--- config.mk ---
export PLATFORM = sky130hd
export DESIGN_NAME = uart_rx_cfg
export DESIGN_NICKNAME = d
export VERILOG_FILES = /design/src/rtl/uart_rx_pkg.sv /design/src/rtl/uart_rx_fifo.sv /design/src/rtl/uart_rx_cfg.sv
export SDC_FILE = /design/constraint.sdc
export NUM_CORES = 1
export LEC_CHECK = 0
export BUFFER_PORTS_ARGS = -buffer_cell sky130_fd_sc_hd__buf_2
export CORE_MARGIN = 2
export CORE_UTILIZATION = 50
export DETAILED_ROUTE_END_ITERATION = 8
export GPL_TIMING_DRIVEN = 0
export PLACE_DENSITY = 0.68
export SYNTH_ARGS = -nofsm -noshare
export SYNTH_HDL_FRONTEND = slang
export SYNTH_SLANG_ARGS = --single-unit
--- constraint.sdc ---
create_clock -name CLK -period 2.98 [get_ports CLK]
set_input_delay 0.447 -clock CLK [delete_from_list [all_inputs] [get_ports CLK]]
set_output_delay 0.447 -clock CLK [all_outputs]
set_load 0.05 [all_outputs]
--- src/rtl/uart_rx_pkg.sv ---
// Shared types and constants for the configurable UART receiver:
// FSM states, DATA_LEN codes, FIFO entry layout and the 3-sample vote.
package uart_rx_pkg;

   typedef enum logic [2:0] {
      S_IDLE   = 3'd0,
      S_START  = 3'd1,
      S_DATA   = 3'd2,
      S_PARITY = 3'd3,
      S_STOP1  = 3'd4,
      S_STOP2  = 3'd5
   } rx_state_e;

   localparam logic [1:0] LEN5 = 2'b00;
   localparam logic [1:0] LEN6 = 2'b01;
   localparam logic [1:0] LEN7 = 2'b10;
   localparam logic [1:0] LEN8 = 2'b11;

   // Flag bit offsets, counted upward from the top of the data field.
   localparam int ENT_PAR_OFS = 0;
   localparam int ENT_STP_OFS = 1;

   function automatic logic maj3(input logic a, input logic b, input logic c);
      return (a & b) | (a & c) | (b & c);
   endfunction

endpackage

--- src/rtl/uart_rx_fifo.sv ---
// Synchronous frame FIFO; push while full is accepted only alongside a pop.
// Pointers carry one extra wrap bit so full and empty can be told apart.
module uart_rx_fifo
   import uart_rx_pkg::*;
#(
   parameter int W     = 10,
   parameter int DEPTH = 4
) (
   input  logic                       i_clk,
   input  logic                       i_rst_n,
   input  logic                       i_push,
   input  logic                       i_pop,
   input  logic [W-1:0]               i_wdata,
   output logic [W-1:0]               o_rdata,
   output logic                       o_full,
   output logic                       o_empty,
   output logic [$clog2(DEPTH):0]     o_count
);

   localparam int AW = $clog2(DEPTH);
   localparam int PW = AW + 1;

   logic [W-1:0]  r_mem [DEPTH];
   logic [PW-1:0] r_wptr;
   logic [PW-1:0] r_rptr;
   logic          w_wr;
   logic          w_rd;

   assign o_empty = (r_wptr == r_rptr);
   assign o_full  = (r_wptr[AW] != r_rptr[AW]) && (r_wptr[AW-1:0] == r_rptr[AW-1:0]);
   assign w_rd    = i_pop & ~o_empty;
   assign w_wr    = i_push & (~o_full | w_rd);
   assign o_rdata = r_mem[r_rptr[AW-1:0]];
   assign o_count = r_wptr - r_rptr;

   always_ff @(posedge i_clk) begin
      if (!i_rst_n) begin
         r_wptr <= '0;
         r_rptr <= '0;
      end else begin
         if (w_wr) r_wptr <= r_wptr + PW'(1);
         if (w_rd) r_rptr <= r_rptr + PW'(1);
      end
   end

   always_ff @(posedge i_clk) begin
      if (w_wr) r_mem[r_wptr[AW-1:0]] <= i_wdata;
   end

endmodule

--- src/rtl/uart_rx_cfg.sv ---
// Runtime-configurable UART receiver: 5-8 data bits, optional parity,
// 1/2 stop bits, 3-sample majority vote, frames buffered in a small FIFO.
module uart_rx_cfg
   import uart_rx_pkg::*;
#(
   parameter int MAX_DATA_WIDTH = 8,
   parameter int PRESCALE_W     = 6,
   parameter int FIFO_DEPTH     = 4
) (
   input  logic                          CLK,
   input  logic                          RST,
   input  logic                          RX_IN,
   input  logic                          PAR_EN,
   input  logic                          PAR_TYP,
   input  logic                          STOP2,
   input  logic [1:0]                    DATA_LEN,
   input  logic [PRESCALE_W-1:0]         Prescale,
   input  logic                          rd_en,
   input  logic                          ovr_clr,
   output logic [MAX_DATA_WIDTH-1:0]     P_DATA,
   output logic                          data_valid,
   output logic                          Parity_Error,
   output logic                          Stop_Error,
   output logic                          overrun,
   output logic [$clog2(FIFO_DEPTH):0]   fifo_count
);

   localparam int EW = MAX_DATA_WIDTH + 2;
   localparam int CW = $clog2(FIFO_DEPTH) + 1;

   rx_state_e               r_state, w_next_state;
   logic                    r_rx_meta, r_rx_s;
   logic [PRESCALE_W-1:0]   r_edge_cnt, r_prescale, w_half;
   logic [2:0]              r_bit_cnt, w_last_bit;
   logic [1:0]              r_smp, r_len;
   logic [7:0]              r_data;
   logic                    r_par_en, r_par_typ, r_stop2;
   logic                    r_par_err, r_stp_err, r_push;
   logic                    w_at_s0, w_at_s1, w_at_dec, w_at_end, w_maj;
   logic [EW-1:0]           w_entry, w_rdata;
   logic                    w_full, w_empty, w_drop;
   logic [CW-1:0]           w_count;
   logic [MAX_DATA_WIDTH-1:0] r_p_data;
   logic                    r_data_valid, r_par_out, r_stp_out, r_overrun;
   logic [CW-1:0]           r_fifo_count;

   assign w_half   = r_prescale >> 1;
   assign w_at_s0  = (r_edge_cnt == w_half - PRESCALE_W'(1));
   assign w_at_s1  = (r_edge_cnt == w_half);
   assign w_at_dec = (r_edge_cnt == w_half + PRESCALE_W'(1));
   assign w_at_end = (r_edge_cnt == r_prescale - PRESCALE_W'(1));
   assign w_maj    = maj3(r_smp[0], r_smp[1], r_rx_s);

   always_comb begin
      case (r_len)
         LEN5:    w_last_bit = 3'd4;
         LEN6:    w_last_bit = 3'd5;
         LEN7:    w_last_bit = 3'd6;
         LEN8:    w_last_bit = 3'd7;
         default: w_last_bit = 3'd7;
      endcase
   end

   always_ff @(posedge CLK) begin
      if (!RST) r_state <= S_IDLE;
      else      r_state <= w_next_state;
   end

   always_comb begin
      w_next_state = r_state;
      case (r_state)
         S_IDLE:   if (!r_rx_s) w_next_state = S_START; else w_next_state = S_IDLE;
         S_START:  if (w_at_dec && w_maj) w_next_state = S_IDLE;
                   else if (w_at_end)     w_next_state = S_DATA;
                   else                   w_next_state = S_START;
         S_DATA:   if (w_at_end && (r_bit_cnt == w_last_bit))
                      w_next_state = r_par_en ? S_PARITY : S_STOP1;
                   else
                      w_next_state = S_DATA;
         S_PARITY: if (w_at_end) w_next_state = S_STOP1; else w_next_state = S_PARITY;
         // Single-stop frames return at the decision point so the next start edge is not missed.
         S_STOP1:  if (!r_stop2 && w_at_dec)     w_next_state = S_IDLE;
                   else if (r_stop2 && w_at_end) w_next_state = S_STOP2;
                   else                          w_next_state = S_STOP1;
         S_STOP2:  if (w_at_dec) w_next_state = S_IDLE; else w_next_state = S_STOP2;
         default:  w_next_state = S_IDLE;
      endcase
   end

   always_ff @(posedge CLK) begin
      if (!RST) begin
         r_rx_meta  <= 1'b1;
         r_rx_s     <= 1'b1;
         r_edge_cnt <= '0;
         r_bit_cnt  <= 3'd0;
         r_smp      <= 2'b11;
         r_data     <= 8'd0;
         r_prescale <= '0;
         r_len      <= 2'b00;
         r_par_en   <= 1'b0;
         r_par_typ  <= 1'b0;
         r_stop2    <= 1'b0;
         r_par_err  <= 1'b0;
         r_stp_err  <= 1'b0;
         r_push     <= 1'b0;
      end else begin
         r_rx_meta <= RX_IN;
         r_rx_s    <= r_rx_meta;
         r_push    <= 1'b0;
         if (r_state == S_IDLE || w_at_end) r_edge_cnt <= '0;
         else                               r_edge_cnt <= r_edge_cnt + PRESCALE_W'(1);
         if (w_at_s0) r_smp[0] <= r_rx_s;
         if (w_at_s1) r_smp[1] <= r_rx_s;
         case (r_state)
            S_IDLE: if (!r_rx_s) begin
               r_prescale <= Prescale;
               r_len      <= DATA_LEN;
               r_par_en   <= PAR_EN;
               r_par_typ  <= PAR_TYP;
               r_stop2    <= STOP2;
               r_data     <= 8'd0;
               r_bit_cnt  <= 3'd0;
               r_par_err  <= 1'b0;
               r_stp_err  <= 1'b0;
            end
            S_DATA: begin
               if (w_at_dec) r_data[r_bit_cnt] <= w_maj;
               if (w_at_end) r_bit_cnt <= r_bit_cnt + 3'd1;
            end
            // Unused upper data bits are zero, so a full-width XOR gives the frame parity.
            S_PARITY: if (w_at_dec) r_par_err <= w_maj ^ (^r_data) ^ r_par_typ;
            S_STOP1: if (w_at_dec) begin
               r_stp_err <= ~w_maj;
               r_push    <= ~r_stop2;
            end
            S_STOP2: if (w_at_dec) begin
               r_stp_err <= r_stp_err | ~w_maj;
               r_push    <= 1'b1;
            end
            default: r_push <= 1'b0;
         endcase
      end
   end

   always_comb begin
      w_entry = '0;
      w_entry[MAX_DATA_WIDTH-1:0]            = MAX_DATA_WIDTH'(r_data);
      w_entry[MAX_DATA_WIDTH + ENT_PAR_OFS]  = r_par_err;
      w_entry[MAX_DATA_WIDTH + ENT_STP_OFS]  = r_stp_err;
   end

   assign w_drop = r_push & w_full & ~rd_en;

   uart_rx_fifo #(.W(EW), .DEPTH(FIFO_DEPTH)) u_fifo (
      .i_clk   (CLK),
      .i_rst_n (RST),
      .i_push  (r_push),
      .i_pop   (rd_en),
      .i_wdata (w_entry),
      .o_rdata (w_rdata),
      .o_full  (w_full),
      .o_empty (w_empty),
      .o_count (w_count)
   );

   always_ff @(posedge CLK) begin
      if (!RST) begin
         r_p_data     <= '0;
         r_data_valid <= 1'b0;
         r_par_out    <= 1'b0;
         r_stp_out    <= 1'b0;
         r_overrun    <= 1'b0;
         r_fifo_count <= '0;
      end else begin
         r_data_valid <= ~w_empty;
         r_p_data     <= w_empty ? '0 : w_rdata[MAX_DATA_WIDTH-1:0];
         r_par_out    <= ~w_empty & w_rdata[MAX_DATA_WIDTH + ENT_PAR_OFS];
         r_stp_out    <= ~w_empty & w_rdata[MAX_DATA_WIDTH + ENT_STP_OFS];
         r_fifo_count <= w_count;
         if (w_drop)       r_overrun <= 1'b1;
         else if (ovr_clr) r_overrun <= 1'b0;
      end
   end

   assign P_DATA       = r_p_data;
   assign data_valid   = r_data_valid;
   assign Parity_Error = r_par_out;
   assign Stop_Error   = r_stp_out;
   assign overrun      = r_overrun;
   assign fifo_count   = r_fifo_count;

endmodule

Word-level counts from Yosys, hierarchy flattened
Memories as Yosys holds them, arrays and structs flattened. A register that Yosys moved wholly into a read port is not among the register bits. Cells that the tools add are included.

Reduce and logical (&&, ||, !) cells: 22. Mux-type cells: 35. Magnitude comparators: 2. Add/subtract/negate cells: 8. Eq/ne operators: 22. Bitwise logic cells: 22.

Operators with widths (count): 3-bit two-way mux (7); 6-bit == test (3); 3-bit case mux with 6 select lines (1); 8-bit two-way mux (2); 8-bit case mux with 2 select lines (1); 1-bit two-way mux (13); 2-bit != test, second input constant (6); 3-bit case mux with 4 select lines (1); 3-bit by 1-bit adder with 3-bit output, second input constant (3); 1-bit bitwise AND (9); 3-bit AND reduction (3); 8-bit bitwise mux (1); 2-bit two-way mux (4); 8-bit XOR reduction (1); 1-bit inverter (7); 5-bit by 1-bit adder with 6-bit output, second input constant (1); 6-bit by 1-bit adder with 6-bit output, second input constant (1); 3-bit by 2-bit == test with 1-bit output, second input constant (2); 3-bit == test (2); 3-bit == test, second input constant (2); 6-bit by 5-bit == test with 1-bit output (1); 1-bit logical AND (6); 3-bit case mux with 2 select lines (1); 2-bit nonzero test (3); other kinds (23) (30).

Register bits: 59. Word-level logic and storage cells: 136. Memories kept: 1. Memory bits (writable): 40. Output and inout bits: 15.

Memories: u_fifo.r_mem (depth 4, width 10, rd ports 1, clocked after Yosys merged registers in 1, write ports 1, RTL line uart_rx_fifo.sv:23) `logic [W-1:0] r_mem [DEPTH];`.

Depth between registers and ports, before layout
Depth after elaboration: 7. Depth in mapped cells: 9.

Modules after synthesis
A second synthesis with hierarchy kept.

Cells, all modules: 432. Area, all modules: 4853.4 µm².

Modules (own cells, without submodules): uart_rx_cfg (times used 1, sequential area each 1061.0 µm², cells an instance 323, area each 2904.0 µm²); uart_rx_fifo (times used 1, sequential area each 1361.3 µm², cells an instance 109, area each 1949.4 µm²).

Worst setup path before layout
OpenSTA, ideal clock, no wires.

Kind: register to register. Start point: register r_prescale[2]. End point: register r_bit_cnt[2]. Slack: 0.352 ns. Stages on the path, launching flop included: 10. Clock period less this slack: 2.628 ns. Data required time: 2.865 ns. Data arrival time: 2.514 ns. Path buffers: 1. Path through: dfxtp_1 -> clkbuf_1 -> inv_1 -> ha_1 -> a21bo_2 -> or3_4 -> a2111oi_4 -> a21oi_1 -> o31a_1 -> o21a_1.

Longest elaborated chain between the ends: 4.

Ends and longest elaborated chain: from (decl) (RTL line uart_rx_cfg.sv:33) `logic [PRESCALE_W-1:0] r_edge_cnt, r_prescale, w_half;`; from (signal assigned) (RTL line uart_rx_cfg.sv:116) `r_prescale <= Prescale;`; 6-bit by 1-bit subtractor with 6-bit output (RTL line uart_rx_cfg.sv:51) `assign w_at_end = (r_edge_cnt == r_prescale - PRESCALE_W'(1));`; 6-bit == test (RTL line uart_rx_cfg.sv:51); 2-bit != test (no line); 3-bit AND reduction (no line); to (signal assigned) (RTL line uart_rx_cfg.sv:128) `if (w_at_end) r_bit_cnt <= r_bit_cnt + 3'd1;`; to (decl) (RTL line uart_rx_cfg.sv:34) `logic [2:0] r_bit_cnt, w_last_bit;`.

No other way between the ends. A chain may end at the register's enable or synchronous reset.

Worst setup path after layout
Start point: register r_prescale[1]. End point: register r_data[4].

Longest elaborated chain between the ends: 4.

Ends and longest elaborated chain: 5-bit by 1-bit adder with 6-bit output (RTL line uart_rx_cfg.sv:50) `assign w_at_dec = (r_edge_cnt == w_half + PRESCALE_W'(1));`; 6-bit == test (RTL line uart_rx_cfg.sv:50); 2-bit != test (no line); 3-bit AND reduction (no line); to (signal, indexed assignment) (RTL line uart_rx_cfg.sv:127) `if (w_at_dec) r_data[r_bit_cnt] <= w_maj;`; to (decl) (RTL line uart_rx_cfg.sv:36) `logic [7:0] r_data;`.

No other way between the ends.

==> qor.csv <==
metric;value;unit
synth unique cells;51;
H-tree depth;3;
mux cell area share after synthesis;0.0712;
complex-gate fraction of the synthesized area;0.0794;
XOR/XNOR share of the synthesized area;0.0728;
r2r startpoint;r_prescale[1];
DRT iter0 DRCs;125;
syn avg cell area;11.1;um^2
Rel. slew slack;0.407;
yosys warns;0;
nets;481;
Leak;1.85;nW
Yosys top cell by area;dfxtp_1;
Hold WC Path Type;primary input to flop;
GRT Util Overall;0.186;
met2 routed WL;4.24;mm
DR WL met3;303;um
Tcrit/Tclk final;0.899;
top post-synthesis cells by area;dfxtp_1, edfxtp_1, mux4_2;
most numerous cell in the Yosys netlist;dfxtp_1;
max layer used;met4;
Setup crit end kind;flop;
number of max-cap violations;0;
Max Freq;373;MHz
reg2reg end;r_data[4];
Max clock buf depth;2;
Synth Cell Area;4570;um^2
CTS Sinks;101;
post-DR wirelength/cell;15.3;um
Tmin final;2.68;ns
input/output buffers;29;
Final HPWL DP;6.16;mm
number of synthesized flops with an enable pin;40;
Setup Crit Path Kind;flop to flop;
Worst EP arrival;2.94;ns
synthesized flop and latch total;101;
global-route wire length before repair;14.3;mm
Finish-stage setup viols;0;
Finished Layout Cells;564;
CP max-delay cell;nor4_1;
vias in the first global route;2902;
hold path depth;2;
final hold vios;0;
cell count after placement;548;
WHS Endpoint;r_rx_meta;
Slew @ Worst Pin;0.876;ns
net count after synthesis;441;
R2R depth;9;
PD cells;485;nW/um^2
CTS tree;done;
Root Driver;clkbuf_8;
simple-gate area share of the yosys netlist;0.172;
post-synthesis async set-or-reset flop share;0;
gpl congestion;0.870;
Yosys top cell area share;0.267;
routed vias;3063;
RSZ-0062 raised after global routing;false;
largest family of logic cells by synthesized area;simple AND/OR/NAND/NOR gates;
final setup TNS;0;ns
Total Routed Length;8.64;mm
residual antenna-violating net count after detailed routing;0;
Seq/Total Area, Yosys;0.530;
clk slew on worst S/H paths;0.09;ns
clk_lat worst skew;0.35;ns
area grow syn2layout;10.8;%
family with the most delay on the worst path;simple AND/OR/NAND/NOR gates;
Pre-antenna DRT Iters;4;
peak supply drop;0.195;mV
Worst Clk Skew;0.0126;ns
site row count;34;
crit-path cells;buf_2, inv_1, ha_1, xor2_1, nand2b_1, nor4b_4, nand2_2, nor4_1, mux2i_1;
layout cells sized above 1;0.154;
Critical Path Source Type;flop;
max-slew violations;0;
number of vias per cell;5.43;
ANT cells;0;
Die ar.;9920;um^2
# IOs;31;
initial antenna violation count;0;
Gate Count Post-Synth;411;
total power;0.00245;W
worst setup margin;0.301;ns
DRC Markers;0;
die extent in y;99.6;um
Commonest cells post-synth;dfxtp_1, nand2_1, edfxtp_1, xnor2_1, nor2_1;
Post-synth top flop;dfxtp_1;
gr ovfl total;0;
Required @ worst endpoint;3.25;ns
Worst Path Buf+Inv;2;
pre-CTS setup slack;-0.0966;ns
total CTS buffers;9;
Critical Path Max Stage Delay;0.44;ns
setup slack, reg-to-reg;0.30;ns
Core Box Area;8810;um^2
Synth Area in Adders;0.0422;
worst hold start;RX_IN;
Starting Density;0.519;
largest net degree at the start of global routing;17;
die width;99.6;um
status;complete, no violations;
cts-stage hold buffer count;0;
Metal-1 WL;3.97;mm
worst-path fanout max;10;
registers in the layout (all words and copies together) (netlist names), 6 cells and up, named ones only:
signal / count
u_fifo.r_mem: 40
r_prescale: 6
P_DATA: 8
r_data: 8
r_edge_cnt: 6
cells in the final DEF, fill, tap and decap left out, drive strengths merged, types with 4 or more instances in the layout:
| cell | n |
|---|---|
| mux4 | 10 |
| nand3 | 15 |
| mux2i | 10 |
| nor3 | 10 |
| nand4 | 4 |
| o21a | 5 |
| clkbuf | 26 |
| or3 | 4 |
| xor2 | 14 |
| dfxtp | 61 |
| ha | 13 |
| buf | 38 |
| xnor2 | 24 |
| nor2b | 9 |
| o21ai | 9 |
| a21boi | 15 |
| and2 | 11 |
| and3 | 13 |
| a21oi | 7 |
| nand2 | 50 |
| edfxtp | 40 |
| nand2b | 6 |
| inv | 14 |
| nor4 | 6 |
| nor2 | 17 |
power by group:
group	total (W)	switching (W)	leakage, nW	internal (W)
combinational	0.000120	0.0000722	0.907	0.0000475
clock	0.000895	0.000451	0.106	0.000444
sequential	0.00144	0.00000810	0.835	0.00143
kinds of logic after synthesis:
group,count (synthesis)
flops,101
buf+inv,36
simple gates,151
xor+xnor,38
compound gates,50
fa+ha+maj,15
mux,20
cell type report:
type | instances | area, um^2
buffer | 22 | 97.6
clock buffer | 12 | 156
clock inverter | 4 | 52.6
fill | 774 | 3740
inverter | 13 | 48.8
multi-input combinational | 274 | 2000
sequential | 101 | 2420
tap | 108 | 135
timing repair buffer | 30 | 153
metrics by stage:
step / instance area (um^2) / utilization / hold slack (ns)
after floorplan: 4570 / - / 0.386
after global placement: 4850 / 0.551 / 0.396
after detailed placement: 4850 / 0.551 / 0.399
after CTS: 5060 / 0.574 / 0.261
after global routing: 5060 / 0.575 / 0.270
final: 5060 / 0.575 / 0.272
worst register-to-register path, cell delays in order, from the launching register on:
cell	delay, ns
dfxtp_1	0.35
buf_2	0.19
inv_1	0.10
ha_1	0.31
xor2_1	0.16
nand2b_1	0.19
nor4b_4	0.42
nand2_2	0.20
nor4_1	0.44
mux2i_1	0.24
layer usage:
layer	vias to the layer above	track usage
met5	-	0
met4	0	0.0832
met3	13	0.0288
met2	67	0.299
met1	1465	0.251
li1	1518	-
timing repair:
action                                  4_1_cts  5_1_grt
endpoints found under the setup margin        8        3
pin swaps                                     0        1
gates resized for setup                       1        1
setup buffers                                 0        1
worst max path at each step:
stage	start	endpoint	slack (ns)	cells after the start
5_1_grt	r_prescale[1]	r_data[4]	0.10	9
6_report	r_prescale[1]	r_data[4]	0.30	9
3_3_place_gp	r_prescale[2]	r_edge_cnt[2]	-0.006	9
4_1_cts	r_prescale[2]	r_bit_cnt[2]	0.07	8
3_5_place_dp	r_prescale[2]	r_edge_cnt[4]	-0.1	9
2_1_floorplan	r_prescale[2]	r_bit_cnt[2]	0.35	9
No activity file was read; power rests on OpenSTA's default activity.
